**config.mk**
```make
export PLATFORM = sky130hd
export DESIGN_NAME = sr_cmd_debouncer_flat
export DESIGN_NICKNAME = d
export VERILOG_FILES = /design/src/rtl/sr_cmd_debouncer_if.sv /design/src/rtl/sr_cmd_debouncer.sv /design/src/flat_wrapper.sv
export SDC_FILE = /design/constraint.sdc
export NUM_CORES = 1
export LEC_CHECK = 0
export ABC_AREA = 1
export CAP_MARGIN = 5
export CORE_MARGIN = 1
export CORE_UTILIZATION = 40
export CTS_CLUSTER_DIAMETER = 100
export DETAILED_ROUTE_END_ITERATION = 8
export SLEW_MARGIN = 20
export SYNTH_ARGS = -nofsm -noshare
export SYNTH_HDL_FRONTEND = slang
export SYNTH_SLANG_ARGS = --single-unit
```
**constraint.sdc**
```tcl
create_clock -name clk -period 2.6 [get_ports clk]
set_input_delay 0.26 -clock clk [delete_from_list [all_inputs] [get_ports clk]]
set_output_delay 0.26 -clock clk [all_outputs]
set_load 0.02 [all_outputs]
```
**src/rtl/sr_cmd_debouncer_if.sv**
```systemverilog
// ---------------------------------------------------------------------------
// sr_cmd_debouncer_if
//   Bundle of the button inputs, enable and command/level outputs of the
//   SR-command debouncer.
//   master : drives en, set_btn, rst_btn; observes s, r, conflict, levels
//   slave  : the debouncer itself (inverse directions)
// ---------------------------------------------------------------------------
interface sr_cmd_debouncer_if;
  logic en;        // command enable
  logic set_btn;   // raw set button (asynchronous, may bounce)
  logic rst_btn;   // raw reset button (asynchronous, may bounce)
  logic s;         // one-cycle set command
  logic r;         // one-cycle reset command
  logic conflict;  // one-cycle pulse when both channels rise together
  logic set_lvl;   // debounced set level
  logic rst_lvl;   // debounced reset level

  modport master (
    output en, set_btn, rst_btn,
    input  s, r, conflict, set_lvl, rst_lvl
  );

  modport slave (
    input  en, set_btn, rst_btn,
    output s, r, conflict, set_lvl, rst_lvl
  );
endinterface

```
**src/rtl/sr_cmd_debouncer.sv**
```systemverilog
// ---------------------------------------------------------------------------
// sr_cmd_debouncer
//   Turns two raw push buttons into clean, mutually exclusive one-cycle set
//   and reset commands for an SR flip-flop. Each button is synchronised
//   (2 flops), debounced (DEBOUNCE_CYCLES consecutive differing samples are
//   needed to move the level) and rising-edge detected.
//
//   Ports:
//     clk  - system clock, rising edge
//     rst  - synchronous active-high reset, clears every flop
//     bus  - sr_cmd_debouncer_if.slave:
//              en, set_btn, rst_btn (in)
//              s, r, conflict, set_lvl, rst_lvl (out, all registered)
// ---------------------------------------------------------------------------
module sr_cmd_debouncer #(
  parameter int DEBOUNCE_CYCLES = 4
) (
  input  logic                 clk,
  input  logic                 rst,
  sr_cmd_debouncer_if.slave    bus
);

  localparam int CW = $clog2(DEBOUNCE_CYCLES + 1);
  // Count value at which the next mismatching sample commits the new level.
  localparam logic [CW-1:0] CNT_LAST = CW'(DEBOUNCE_CYCLES - 1);

  // Channel 0 = set, channel 1 = reset.
  logic          btn       [2];
  logic          sync1_reg [2];
  logic          sync2_reg [2];
  logic [CW-1:0] cnt_reg   [2];
  logic          lvl_reg   [2];
  logic          lvl_d_reg [2];
  logic          rise      [2];

  logic s_reg;
  logic r_reg;
  logic conflict_reg;

  assign btn[0] = bus.set_btn;
  assign btn[1] = bus.rst_btn;

  generate
    for (genvar gi = 0; gi < 2; gi++) begin : g_chan
      always_ff @(posedge clk) begin
        if (rst) begin
          sync1_reg[gi] <= 1'b0;
          sync2_reg[gi] <= 1'b0;
          cnt_reg[gi]   <= '0;
          lvl_reg[gi]   <= 1'b0;
          lvl_d_reg[gi] <= 1'b0;
        end else begin
          sync1_reg[gi] <= btn[gi];
          sync2_reg[gi] <= sync1_reg[gi];
          lvl_d_reg[gi] <= lvl_reg[gi];
          if (sync2_reg[gi] != lvl_reg[gi]) begin
            // Counting toward a level change; commit on the Nth mismatch.
            if (cnt_reg[gi] == CNT_LAST) begin
              lvl_reg[gi] <= sync2_reg[gi];
              cnt_reg[gi] <= '0;
            end else begin
              cnt_reg[gi] <= cnt_reg[gi] + CW'(1);
            end
          end else begin
            // Any agreeing sample discards a partial count (glitch rejected).
            cnt_reg[gi] <= '0;
          end
        end
      end

      // Only rising edges of the debounced level issue commands.
      assign rise[gi] = lvl_reg[gi] & ~lvl_d_reg[gi];
    end
  endgenerate

  // Simultaneous rises cancel each other and are flagged instead, so s and r
  // can never be high together. Rises while en=0 are simply dropped.
  always_ff @(posedge clk) begin
    if (rst) begin
      s_reg        <= 1'b0;
      r_reg        <= 1'b0;
      conflict_reg <= 1'b0;
    end else begin
      s_reg        <= bus.en & rise[0] & ~rise[1];
      r_reg        <= bus.en & rise[1] & ~rise[0];
      conflict_reg <= bus.en & rise[0] &  rise[1];
    end
  end

  assign bus.s        = s_reg;
  assign bus.r        = r_reg;
  assign bus.conflict = conflict_reg;
  assign bus.set_lvl  = lvl_reg[0];
  assign bus.rst_lvl  = lvl_reg[1];

endmodule

```
**src/flat_wrapper.sv**
```systemverilog
// flat-port wrapper written by rule: the top's interface ports become plain ports
module sr_cmd_debouncer_flat 
#(
  parameter int DEBOUNCE_CYCLES = 4
)
  (clk, rst, bus_en, bus_set_btn, bus_rst_btn, bus_s, bus_r, bus_conflict, bus_set_lvl, bus_rst_lvl);
  sr_cmd_debouncer_if bus_i ();
  input  logic clk;
  input  logic rst;
  input wire logic [$bits(bus_i.en)-1:0] bus_en;
  input wire logic [$bits(bus_i.set_btn)-1:0] bus_set_btn;
  input wire logic [$bits(bus_i.rst_btn)-1:0] bus_rst_btn;
  output wire logic [$bits(bus_i.s)-1:0] bus_s;
  output wire logic [$bits(bus_i.r)-1:0] bus_r;
  output wire logic [$bits(bus_i.conflict)-1:0] bus_conflict;
  output wire logic [$bits(bus_i.set_lvl)-1:0] bus_set_lvl;
  output wire logic [$bits(bus_i.rst_lvl)-1:0] bus_rst_lvl;
  assign bus_i.en = bus_en;
  assign bus_i.set_btn = bus_set_btn;
  assign bus_i.rst_btn = bus_rst_btn;
  assign bus_s = bus_i.s;
  assign bus_r = bus_i.r;
  assign bus_conflict = bus_i.conflict;
  assign bus_set_lvl = bus_i.set_lvl;
  assign bus_rst_lvl = bus_i.rst_lvl;
  sr_cmd_debouncer #(.DEBOUNCE_CYCLES(DEBOUNCE_CYCLES)) u_core (.clk(clk), .rst(rst), .bus(bus_i));
endmodule
```
==> results.md, run 1 <==
* Synth Instances at 74
* Largest net degree at the start of global routing at 11
* Layout cells sized above 1 at 0.0989
* Top cell type's share of synthesized area at 0.298
* TritonRoute pass-1 iters at 2
* Initial standard-cell utilization of the core at 0.447
* Kind of path behind the tightest hold check: register to register
* Via count of the routed design at 436
* Largest delay share family, worst path: buffers and inverters
* Clock tree buffer depth at 2
* Global placement routability congestion at 0.691
* Root buf cell: sky130_fd_sc_hd__clkbuf_4
* Share of synthesized area spent on multiplexers at 0
* Filler cell count in the final layout at 151
* Post-Route Setup TNS at 0 ns
* Final nets at 101
* TritonCTS clock tree: yes
* WP buf/inv at 1
* Endpoint required time on the critical path at 2.34 ns
* Top_reg_cell synth: sky130_fd_sc_hd__dfxtp_1
* Post-Syn Area per Cell at 9.52 µm²
* First-pass GRT wire length at 1.59 mm
* Crit path DAT at 1.30 ns
* Synthesized flop and latch total at 17
* Clk slew on worst S/H paths at 0.10 ns
* Startpoint Class: register
* List of cells traversed by the critical path: clkdlybuf4s50_1
* Postcts setup bufs at 0
* Unrepaired setup endpoints after global routing: no
* Critical-path cell with the highest stage delay: sky130_fd_sc_hd__clkdlybuf4s50_1
* Maximum ir drop on the vdd rail at 0.000363 V
* Floorplan die width at 44.0 µm
* Core Footprint at 0.00158 mm²
* Most area-consuming cells after synthesis: sky130_fd_sc_hd__edfxtp_1 30%, sky130_fd_sc_hd__dfxtp_1 28%, sky130_fd_sc_hd__nor2_1 11%, sky130_fd_sc_hd__inv_1 8.5%, sky130_fd_sc_hd__ha_1 7.1%
* Area grow syn2layout at 20.6%
* List of most frequent post-synthesis cells: 20 x sky130_fd_sc_hd__nor2_1, 16 x sky130_fd_sc_hd__inv_1, 10 x sky130_fd_sc_hd__dfxtp_1
* Final period utilization at 0.601
* Post-synth design cell area at 704 µm²
* Total power divided by cell area at 550 mW/mm²
* Delay of the slowest critical-path stage at 0.62 ns
* Share of the synthesized area in compound gates (AO/OA/AOI/OAI) at 0.00710
* Number of flip-flops in the largest register at 6
* Non-Filler Cell Area, Final at 850 µm²
* Main combinational cell family by area after synthesis: simple AND/OR/NAND/NOR gates
* CP endpoint kind: output port
* FFs w/ async S/R, synth at 0
* Yosys Warn Count at 0
* Antenna Diode Count at 0
* Post-synthesis adder-cell area fraction at 0.0710
* Count of distinct cell types in the synthesized netlist at 12
* Final Hold Viols at 0
* Max-capacitance violation count at 0
* Total die area at 0.00193 mm²
* Detail Route Antenna Nets at 0
* DR DRC count at 0
* Highest net fanout along the worst path at 4
* Number of placement rows at 14
* Worst relative slew slack at 0.657
* Transition at the pin with the smallest max-transition slack at 0.514 ns
* Number of clock sinks at 17
* Cell type with the highest aggregate area in the netlist: sky130_fd_sc_hd__edfxtp_1
* Initial DRC Count at 4
* Vias per Instance at 4.07
* Vias in the first global route at 391
* Setup Viol. Count Final at 0
* Slew Limit Fails at 0
* Static leakage power at 0.393 nW
* Post-synthesis simple-gate area fraction at 0.233
* Xor/xnor share of the synthesized area at 0
* Post-route minimum period at 1.56 ns
* Number of buffers added by the clock tree synthesis step at 3
* H-Tree Depth at 1
* Final Routed Wirelength at 831 µm
* Setup CP Type: register to output port
* Area after detailed placement at 822 µm²
* Latest clock arrival within the worst-skew pair at 0.29 ns
* Final HPWL from detailed placement at 647 µm
* Detail-routed net length per standard cell at 7.77 µm
* Initial antenna violation count at 0
* Number of enable-type register cells in the synthesized netlist at 7
* Share of the yosys chip area belonging to registers at 0.583
* Post-Route Skew at 0.00834 ns
* Outcome: finished, final reports clean
* Top-count cell post-synth: sky130_fd_sc_hd__nor2_1
* Max Fclk at 640 MHz
* Util after Layout at 0.539
* Vertical die dimension at 44.0 µm
* Number of ports placed on the die boundary at 10
* Overall track demand over capacity in global routing at 0.120
* Post_cts resized at 0
* CTS Hold Buffers Added at 0
* PortBufs at 9
* Total gr overflow at 0
==> where the power goes <==
part	leakage, nW	switching (W)	internal [W]
clock network	0.0177	0.0000770	0.0000572
logic	0.222	0.0000220	0.0000182
registers	0.154	0.00000438	0.000288
total	0.393	0.000103	0.000364
==> layout by cell type (no fill, tap or decap), drive strengths merged <==
cell / instances
edfxtp: 7
nor2: 23
clkdlybuf4s50: 9
clkbuf: 3
o21ai: 1
dfxtp: 10
inv: 16
nand2: 8
ha: 4
nand3: 3
clkinv: 1
conb: 6
==> cell type report <==
type,instances,area [µm²],share of cell area
multi-input combinational,45,241,0.284
clock inverter,1,5.00,0.00589
clock buffer,3,22.5,0.0265
sequential,17,410,0.483
inverter,16,60.1,0.0707
tap,16,20.0,0.0236
timing repair buffer,9,90.1,0.106
==> path summary, 6_finish.rpt <==
check | start | end | slack [ns] | cells past startpoint
worst max-delay path | u_core.lvl_reg[1] | bus_rst_lvl | 1.04 | 1
worst min-delay path | u_core.sync1_reg[0] | u_core.sync2_reg[0] | 0.40 | 2
worst max register to register | u_core.cnt_reg[1][0] | u_core.cnt_reg[1][0] | 1.32 | 5
worst min register to register | u_core.sync1_reg[0] | u_core.sync2_reg[0] | 0.40 | 2
==> logic make-up (layout without fill, tap and decap cells) <==
family                     Yosys count  after routing
DFF                                 17             17
buffers and inverters               17             29
AOI/OAI and AO/OA                    1              1
other                                1              6
adders and majority gates            4              4
and+or+nand+nor                     34             34
==> stage by stage <==
stage | worst slack, ns | cells | power [W] | hold WS, ns
after global placement | 1.04 | 103 | 0.000339 | 0.394
after detailed placement | 1.01 | 103 | 0.000340 | 0.397
final | 1.04 | 107 | 0.000467 | 0.396
after global routing | 0.964 | 107 | 0.000496 | 0.414
after floorplan | 1.40 | 79 | 0.000327 | 0.367
after CTS | 1.02 | 107 | 0.000476 | 0.396
==> routing by layer <==
layer | track usage | share of wire | vias up | wire length (µm)
met5 | 0 | 0 | - | 0
met1 | 0.135 | 0.48 | 176 | 403
met4 | 0.0727 | 0.018 | 0 | 15
met3 | 0.0750 | 0.072 | 2 | 60
met2 | 0.173 | 0.42 | 9 | 352
li1 | - | - | 249 | -
==> worst reg2reg max path, stage by stage (launching register included) <==
cell and delay [ns]:
sky130_fd_sc_hd__edfxtp_1 0.40, sky130_fd_sc_hd__ha_1 0.21, sky130_fd_sc_hd__ha_1 0.25, sky130_fd_sc_hd__nor2_4 0.09
sky130_fd_sc_hd__nand3_2 0.10, sky130_fd_sc_hd__nor2_1 0.10
No activity file was read; power rests on OpenSTA's default activity.
==> run 2: changes to the inputs <==
- clock period: 2.6 -> 1.5 ns (I/O delays scaled with it)
==> results.md, run 2 (same netlist as run 1, synthesis figures left out) <==
* CP endpoint kind: output port
* Depth of the worst register-to-register path at 5 (unchanged)
* Worst r2r src: u_core.cnt_reg[1][0]
* Area grow syn2layout at 21.5%
* Startpoint Class: register
* Detail Route Antenna Nets at 0 (unchanged)
* Kind of path behind the tightest hold check: primary input to register
* TritonRoute pass-1 iters at 2 (unchanged)
* Reg-to-reg slack, setup at 0.21 ns (-1.11 ns)
* Detail-routed net length per standard cell at 8.60 µm (+11%)
* Initial antenna violation count at 0 (unchanged)
* Delay of the slowest critical-path stage at 0.62 ns (about the same)
* Most frequent cells in the layout: 20 x sky130_fd_sc_hd__nor2_1, 16 x sky130_fd_sc_hd__inv_1, 10 x sky130_fd_sc_hd__dfxtp_1
* Max-capacitance violation count at 0 (unchanged)
* Critical-path cell with the highest stage delay: sky130_fd_sc_hd__clkdlybuf4s50_1
* TritonCTS clock tree: yes
* Post-route minimum period at 1.44 ns
* Clock tree buffer depth at 2 (unchanged)
* Endpoint of the worst setup timing path: bus_rst_lvl
* Latest clock arrival within the worst-skew pair at 0.28 ns (about the same)
* Final HPWL from detailed placement at 737 µm (+14%)
* H-Tree Depth at 1 (unchanged)
* Slew Limit Fails at 0 (unchanged)
* Static leakage power at 0.395 nW (+0.53%)
* Setup slack after placement at 0.197 ns (-0.812 ns)
* Filler cell count in the final layout at 160 (+6.0%)
* Endpoint required time on the critical path at 1.35 ns (-0.99 ns)
* Number of flip-flops in the largest register at 6 (unchanged)
* Global placement routability congestion at 0.700 (+1.4%)
* Crit path DAT at 1.29 ns (about the same)
* Number of stages on the worst setup path at 1 (unchanged)
* List of cells traversed by the critical path: clkdlybuf4s50_1
* First-pass GRT wire length at 1.68 mm (+5.6%)
* Initial DRC Count at 4 (unchanged)
* Worst flop-to-flop path endpoint: u_core.cnt_reg[1][0]
* Overall track demand over capacity in global routing at 0.128 (+0.00738)
* Layout cells sized above 1 at 0.0978 (-0.00108)
* Vias in the first global route at 425 (+8.7%)
* Largest delay share family, worst path: buffers and inverters
* Highest net fanout along the worst path at 4 (unchanged)
* Number of placement rows at 14 (unchanged)
* Final Hold Viols at 0 (unchanged)
* Unrepaired setup endpoints after global routing: no
* Vertical die dimension at 44.0 µm (unchanged)
* Outcome: finished, final reports clean
* Max Fclk at 692 MHz
* Final period utilization at 0.963
* Clk slew on worst S/H paths at 0.09 ns (about the same)
* Number of buffers added by the clock tree synthesis step at 3 (unchanged)
* Commonest non-fill, non-tap cell in the layout: sky130_fd_sc_hd__nor2_1
* Number of clock sinks at 17 (unchanged)
* Number of ports placed on the die boundary at 10 (unchanged)
* DR DRC count at 0 (unchanged)
* Antenna Diode Count at 0 (unchanged)
* Floorplan die width at 44.0 µm (unchanged)
* Total power divided by cell area at 951 mW/mm² (+73%)
* PortBufs at 9 (unchanged)
* Final worst setup slack at 0.0554 ns (-0.983 ns)
* Post_cts resized at 0 (unchanged)
* Post-Route Skew at 0.00141 ns (-0.00693 ns)
* Crit path from: u_core.lvl_reg[1]
* Final nets at 102 (+0.99%)
* Setup Viol. Count Final at 0 (unchanged)
* Postcts setup bufs at 0 (unchanged)
* Maximum ir drop on the vdd rail at 0.000440 V (+21%)
* Vias per Instance at 4.18 (+2.5%)
* Final Routed Wirelength at 929 µm (+12%)
* Initial standard-cell utilization of the core at 0.447 (unchanged)
* Setup CP Type: register to output port
* Largest net degree at the start of global routing at 10 (-1)
* Post-Route Setup TNS at 0 ns (unchanged)
* Total gr overflow at 0 (unchanged)
* Root buf cell: sky130_fd_sc_hd__clkbuf_4
* CTS Hold Buffers Added at 0 (unchanged)
* Via count of the routed design at 451 (+3.4%)
* Minimum hold slack at 0.376 ns (-0.0200 ns)
* Total die area at 0.00193 mm² (unchanged)
* Core Footprint at 0.00158 mm² (unchanged)
* WP buf/inv at 1 (unchanged)
run 2: worst min-delay path by stage:
stage | startpoint | endpoint | slack (ns) | depth (start not counted)
2_1_floorplan | bus_set_btn | u_core.sync1_reg[0] | 0.26 | 2
3_3_place_gp | u_core.sync1_reg[1] | u_core.sync2_reg[1] | 0.40 | 2
6_report | bus_set_btn | u_core.sync1_reg[0] | 0.38 | 3
4_1_cts | bus_set_btn | u_core.sync1_reg[0] | 0.37 | 3
5_1_grt | bus_rst_btn | u_core.sync1_reg[1] | 0.37 | 3
3_5_place_dp | u_core.sync1_reg[1] | u_core.sync2_reg[1] | 0.40 | 2
run 2: cell type report:
type	instances	area [µm²]	area share
timing repair buffer	10	97.6	0.114
clock buffer	4	26.3	0.0307
sequential	17	410	0.480
inverter	16	60.1	0.0702
multi-input combinational	45	241	0.282
tap	16	20.0	0.0234
run 2: power breakdown:
part | internal (W) | switching, W
Sequential | 0.000500 | 0.00000771
Clock | 0.000103 | 0.000130
Combinational | 0.0000335 | 0.0000399
Total | 0.000637 | 0.000178
run 2: metal layers:
| metal | share of wire | routed length [µm] | global-route usage | up-vias |
|---|---|---|---|---|
| met5 | 0 | 0 | 0 | - |
| li1 | - | - | - | 250 |
| met2 | 0.43 | 398 | 0.194 | 8 |
| met3 | 0.042 | 39 | 0.0375 | 4 |
| met1 | 0.50 | 465 | 0.147 | 189 |
| met4 | 0.028 | 26 | 0.109 | 0 |
run 2: through the flow:
| step | utilization | power, W | area (µm²) | std cells |
|---|---|---|---|---|
| after floorplan | - | 0.000567 | 723 | 79 |
| after global placement | 0.526 | 0.000591 | 830 | 104 |
| after detailed placement | 0.526 | 0.000593 | 830 | 104 |
| after CTS | 0.543 | 0.000827 | 856 | 108 |
| after global routing | 0.543 | 0.000858 | 856 | 108 |
| final | 0.543 | 0.000814 | 856 | 108 |
==> run 3: changes to the inputs <==
- CELL_PAD_IN_SITES_DETAIL_PLACEMENT: not set -> 1
- CELL_PAD_IN_SITES_GLOBAL_PLACEMENT: not set -> 1
- CORE_UTILIZATION: 40 -> 35
- PLACE_DENSITY_LB_ADDON: not set -> 0.1
- clock period: 1.5 -> 1.3 ns (I/O delays scaled with it)
==> results.md, run 3 (same netlist as run 1, synthesis figures left out) <==
* Max-capacitance violation count at 0 (unchanged)
* Root buf cell: sky130_fd_sc_hd__clkbuf_4
* Largest delay share family, worst path: flip-flops
* Setup Viol. Count Final at 0 (unchanged)
* CTS Hold Buffers Added at 0 (unchanged)
* Most frequent cells in the layout: 17 x sky130_fd_sc_hd__nor2_1, 16 x sky130_fd_sc_hd__inv_1, 10 x sky130_fd_sc_hd__dfxtp_1
* Number of ports placed on the die boundary at 10 (unchanged)
* PortBufs at 9 (unchanged)
* List of cells traversed by the critical path: ha_2 > ha_4 > nor2_4 > nand3_4 > nor2_2
* Detail Route Antenna Nets at 0 (unchanged)
* Worst flop-to-flop path endpoint: u_core.cnt_reg[1][2]
* Clock network power share at 0.290 (+0.004)
* Layout cells sized above 1 at 0.211 (+0.113)
* Unrepaired setup endpoints after global routing: yes
* Global placement routability congestion at 0.679 (-3.1%)
* Post-route minimum period at 1.26 ns
* Outcome: finished, final reports clean
* CP endpoint kind: register
* WL met2 at 643 µm (+62%)
* Initial antenna violation count at 0 (unchanged)
* Startpoint Class: register
* Maximum ir drop on the vdd rail at 0.000972 V (+120%)
* Delay of the slowest critical-path stage at 0.41 ns (-0.21 ns)
* Latest clock arrival within the worst-skew pair at 0.29 ns (about the same)
* Largest net degree at the start of global routing at 11 (+1)
* First-pass GRT wire length at 2.02 mm (+21%)
* Highest net fanout along the worst path at 3 (-1)
* Clk slew on worst S/H paths at 0.10 ns (about the same)
* Switching fraction of total power at 0.239 (+0.0212)
* Core Footprint at 0.00180 mm² (+14%)
* Power Total at 0.000971 W (+19%)
* M1 WL at 513 µm (+10%)
* Setup CP Type: register to register
* Commonest non-fill, non-tap cell in the layout: sky130_fd_sc_hd__nor2_1
* Post-Route Setup TNS at 0 ns (unchanged)
* Combinational power share at 0.105 (+0.015)
* WP buf/inv at 0 (-1)
* Vias in the first global route at 494 (+16%)
* Sequential group share of total power at 0.605 (-0.018)
* Total die area at 0.00220 mm² (+14%)
* Antenna Diode Count at 0 (unchanged)
* Uppermost metal layer occupied by signal nets: met4
* H-Tree Depth at 1 (unchanged)
* Net load switching power at 0.000232 W (+31%)
* Post-Route Skew at 0.00210 ns (+0.000691 ns)
* Number of clock sinks at 17 (unchanged)
* TritonRoute pass-1 iters at 2 (unchanged)
* Number of buffers added by the clock tree synthesis step at 3 (unchanged)
* Number of flip-flops in the largest register at 6 (unchanged)
* Worst min-delay path startpoint: bus_set_btn
* Crit path DAT at 1.41 ns (+0.12 ns)
* Final nets at 105 (+2.9%)
* Vias per Instance at 4.13 (-1.0%)
* Filler cell count in the final layout at 223 (+39%)
* DR DRC count at 0 (unchanged)
* TritonCTS clock tree: yes
* Setup slack after placement at -0.0316 ns (-0.229 ns)
* Internal power contribution at 0.000738 W (+16%)
* Hold depth at 3 (unchanged)
* Amount of wire on met3 after detailed routing at 58 µm (+49%)
* Overall track demand over capacity in global routing at 0.140 (+0.0121)
* Depth of the worst register-to-register path at 5 (unchanged)
* Final period utilization at 0.967
* Via count of the routed design at 496 (+10%)
* Number of placement rows at 15 (+1)
* Max Fclk at 796 MHz
* Reg-to-reg slack, setup at 0.04 ns (-0.17 ns)
* Critical-path cell with the highest stage delay: sky130_fd_sc_hd__edfxtp_1
* Floorplan die width at 46.9 µm (+6.6%)
* Worst Hold Endpoint: u_core.sync1_reg[0]
* Final HPWL from detailed placement at 922 µm (+25%)
* Post-Place Cells at 113 (+8.7%)
* Vertical die dimension at 46.9 µm (+6.6%)
* Final Hold Viols at 0 (unchanged)
* Endpoint required time on the critical path at 1.46 ns (+0.11 ns)
* Static leakage power at 0.428 nW (+8.3%)
* Minimum hold slack at 0.343 ns (-0.0331 ns)
* Clock tree buffer depth at 2 (unchanged)
* Final worst setup slack at 0.0435 ns (-0.0119 ns)
* Detail-routed net length per standard cell at 10.3 µm (+20%)
* Worst r2r src: u_core.cnt_reg[1][0]
* Post-route insts no fill at 120 (+11%)
* Kind of path behind the tightest hold check: primary input to register
* Area grow syn2layout at 31.3%
* Initial DRC Count at 1 (-3)
* Total power divided by cell area at 1050 mW/mm² (+10%)
* Initial standard-cell utilization of the core at 0.391 (-0.0559)
* Final Routed Wirelength at 1.24 mm (+33%)
* Slew Limit Fails at 0 (unchanged)
* Number of stages on the worst setup path at 5 (+4)
* Total gr overflow at 0 (unchanged)
## run 3: how the worst max path moves through the flow
| stage | slack, ns | end | startpoint |
|---|---|---|---|
| detailed placement | -0.03 | u_core.cnt_reg[1][1] | u_core.cnt_reg[1][0] |
| global placement | 0.02 | u_core.bus.r | rst |
| global route | -0.02 | u_core.cnt_reg[1][0] | u_core.cnt_reg[1][0] |
| floorplan | 0.10 | u_core.lvl_reg[0] | u_core.cnt_reg[0][0] |
| CTS | 0.02 | u_core.cnt_reg[1][2] | u_core.cnt_reg[1][0] |
| finish | 0.04 | u_core.cnt_reg[1][2] | u_core.cnt_reg[1][0] |
## run 3: through the flow
step	area, µm²	utilization
2_1_floorplan	723	-
3_3_place_gp	841	0.467
3_5_place_dp	841	0.467
4_1_cts	877	0.487
5_1_grt	925	0.513
6_report	925	0.513
## run 3: area by class of cell
class | count | area, µm² | area share
Clock buffer | 3 | 22.5 | 0.0244
Clock inverter | 1 | 5.00 | 0.00541
Inverter | 16 | 60.1 | 0.0650
Multi-Input combinational cell | 45 | 282 | 0.304
Sequential cell | 17 | 410 | 0.444
Tap cell | 25 | 31.3 | 0.0338
Timing Repair Buffer | 13 | 114 | 0.123
## run 3: power by group through the flow
stage | sequential (W) | clock, W | combinational [W]
floorplan | 0.000601 | 0 | 0.0000540
global placement | 0.000598 | 0 | 0.0000849
detailed placement | 0.000600 | 0 | 0.0000880
CTS | 0.000587 | 0.000301 | 0.0000899
global route | 0.000590 | 0.000321 | 0.000116
finish | 0.000587 | 0.000281 | 0.000102
## run 3: worst register-to-register path, cell delays in order (launching register included)
cell                       delay, ns
sky130_fd_sc_hd__edfxtp_1       0.41
sky130_fd_sc_hd__ha_2           0.21
sky130_fd_sc_hd__ha_4           0.17
sky130_fd_sc_hd__nor2_4         0.12
sky130_fd_sc_hd__nand3_4        0.11
sky130_fd_sc_hd__nor2_2         0.10
## run 3: what timing repair did
| action | 4_1_cts | 5_1_grt |
|---|---|---|
| cloned | 0 | 0 |
| gates resized for setup | 8 | 7 |
| pin swaps | 0 | 5 |
| buffers inserted | 1 | 2 |
| setup endpoints to repair | 13 | 8 |
| endpoints found under the hold margin | 0 | 0 |
## run 3: per-layer routing
layer,track usage,up-vias
met5,0,-
met4,0.0686,0
met3,0.0692,2
met2,0.231,9
met1,0.149,229
li1,-,256
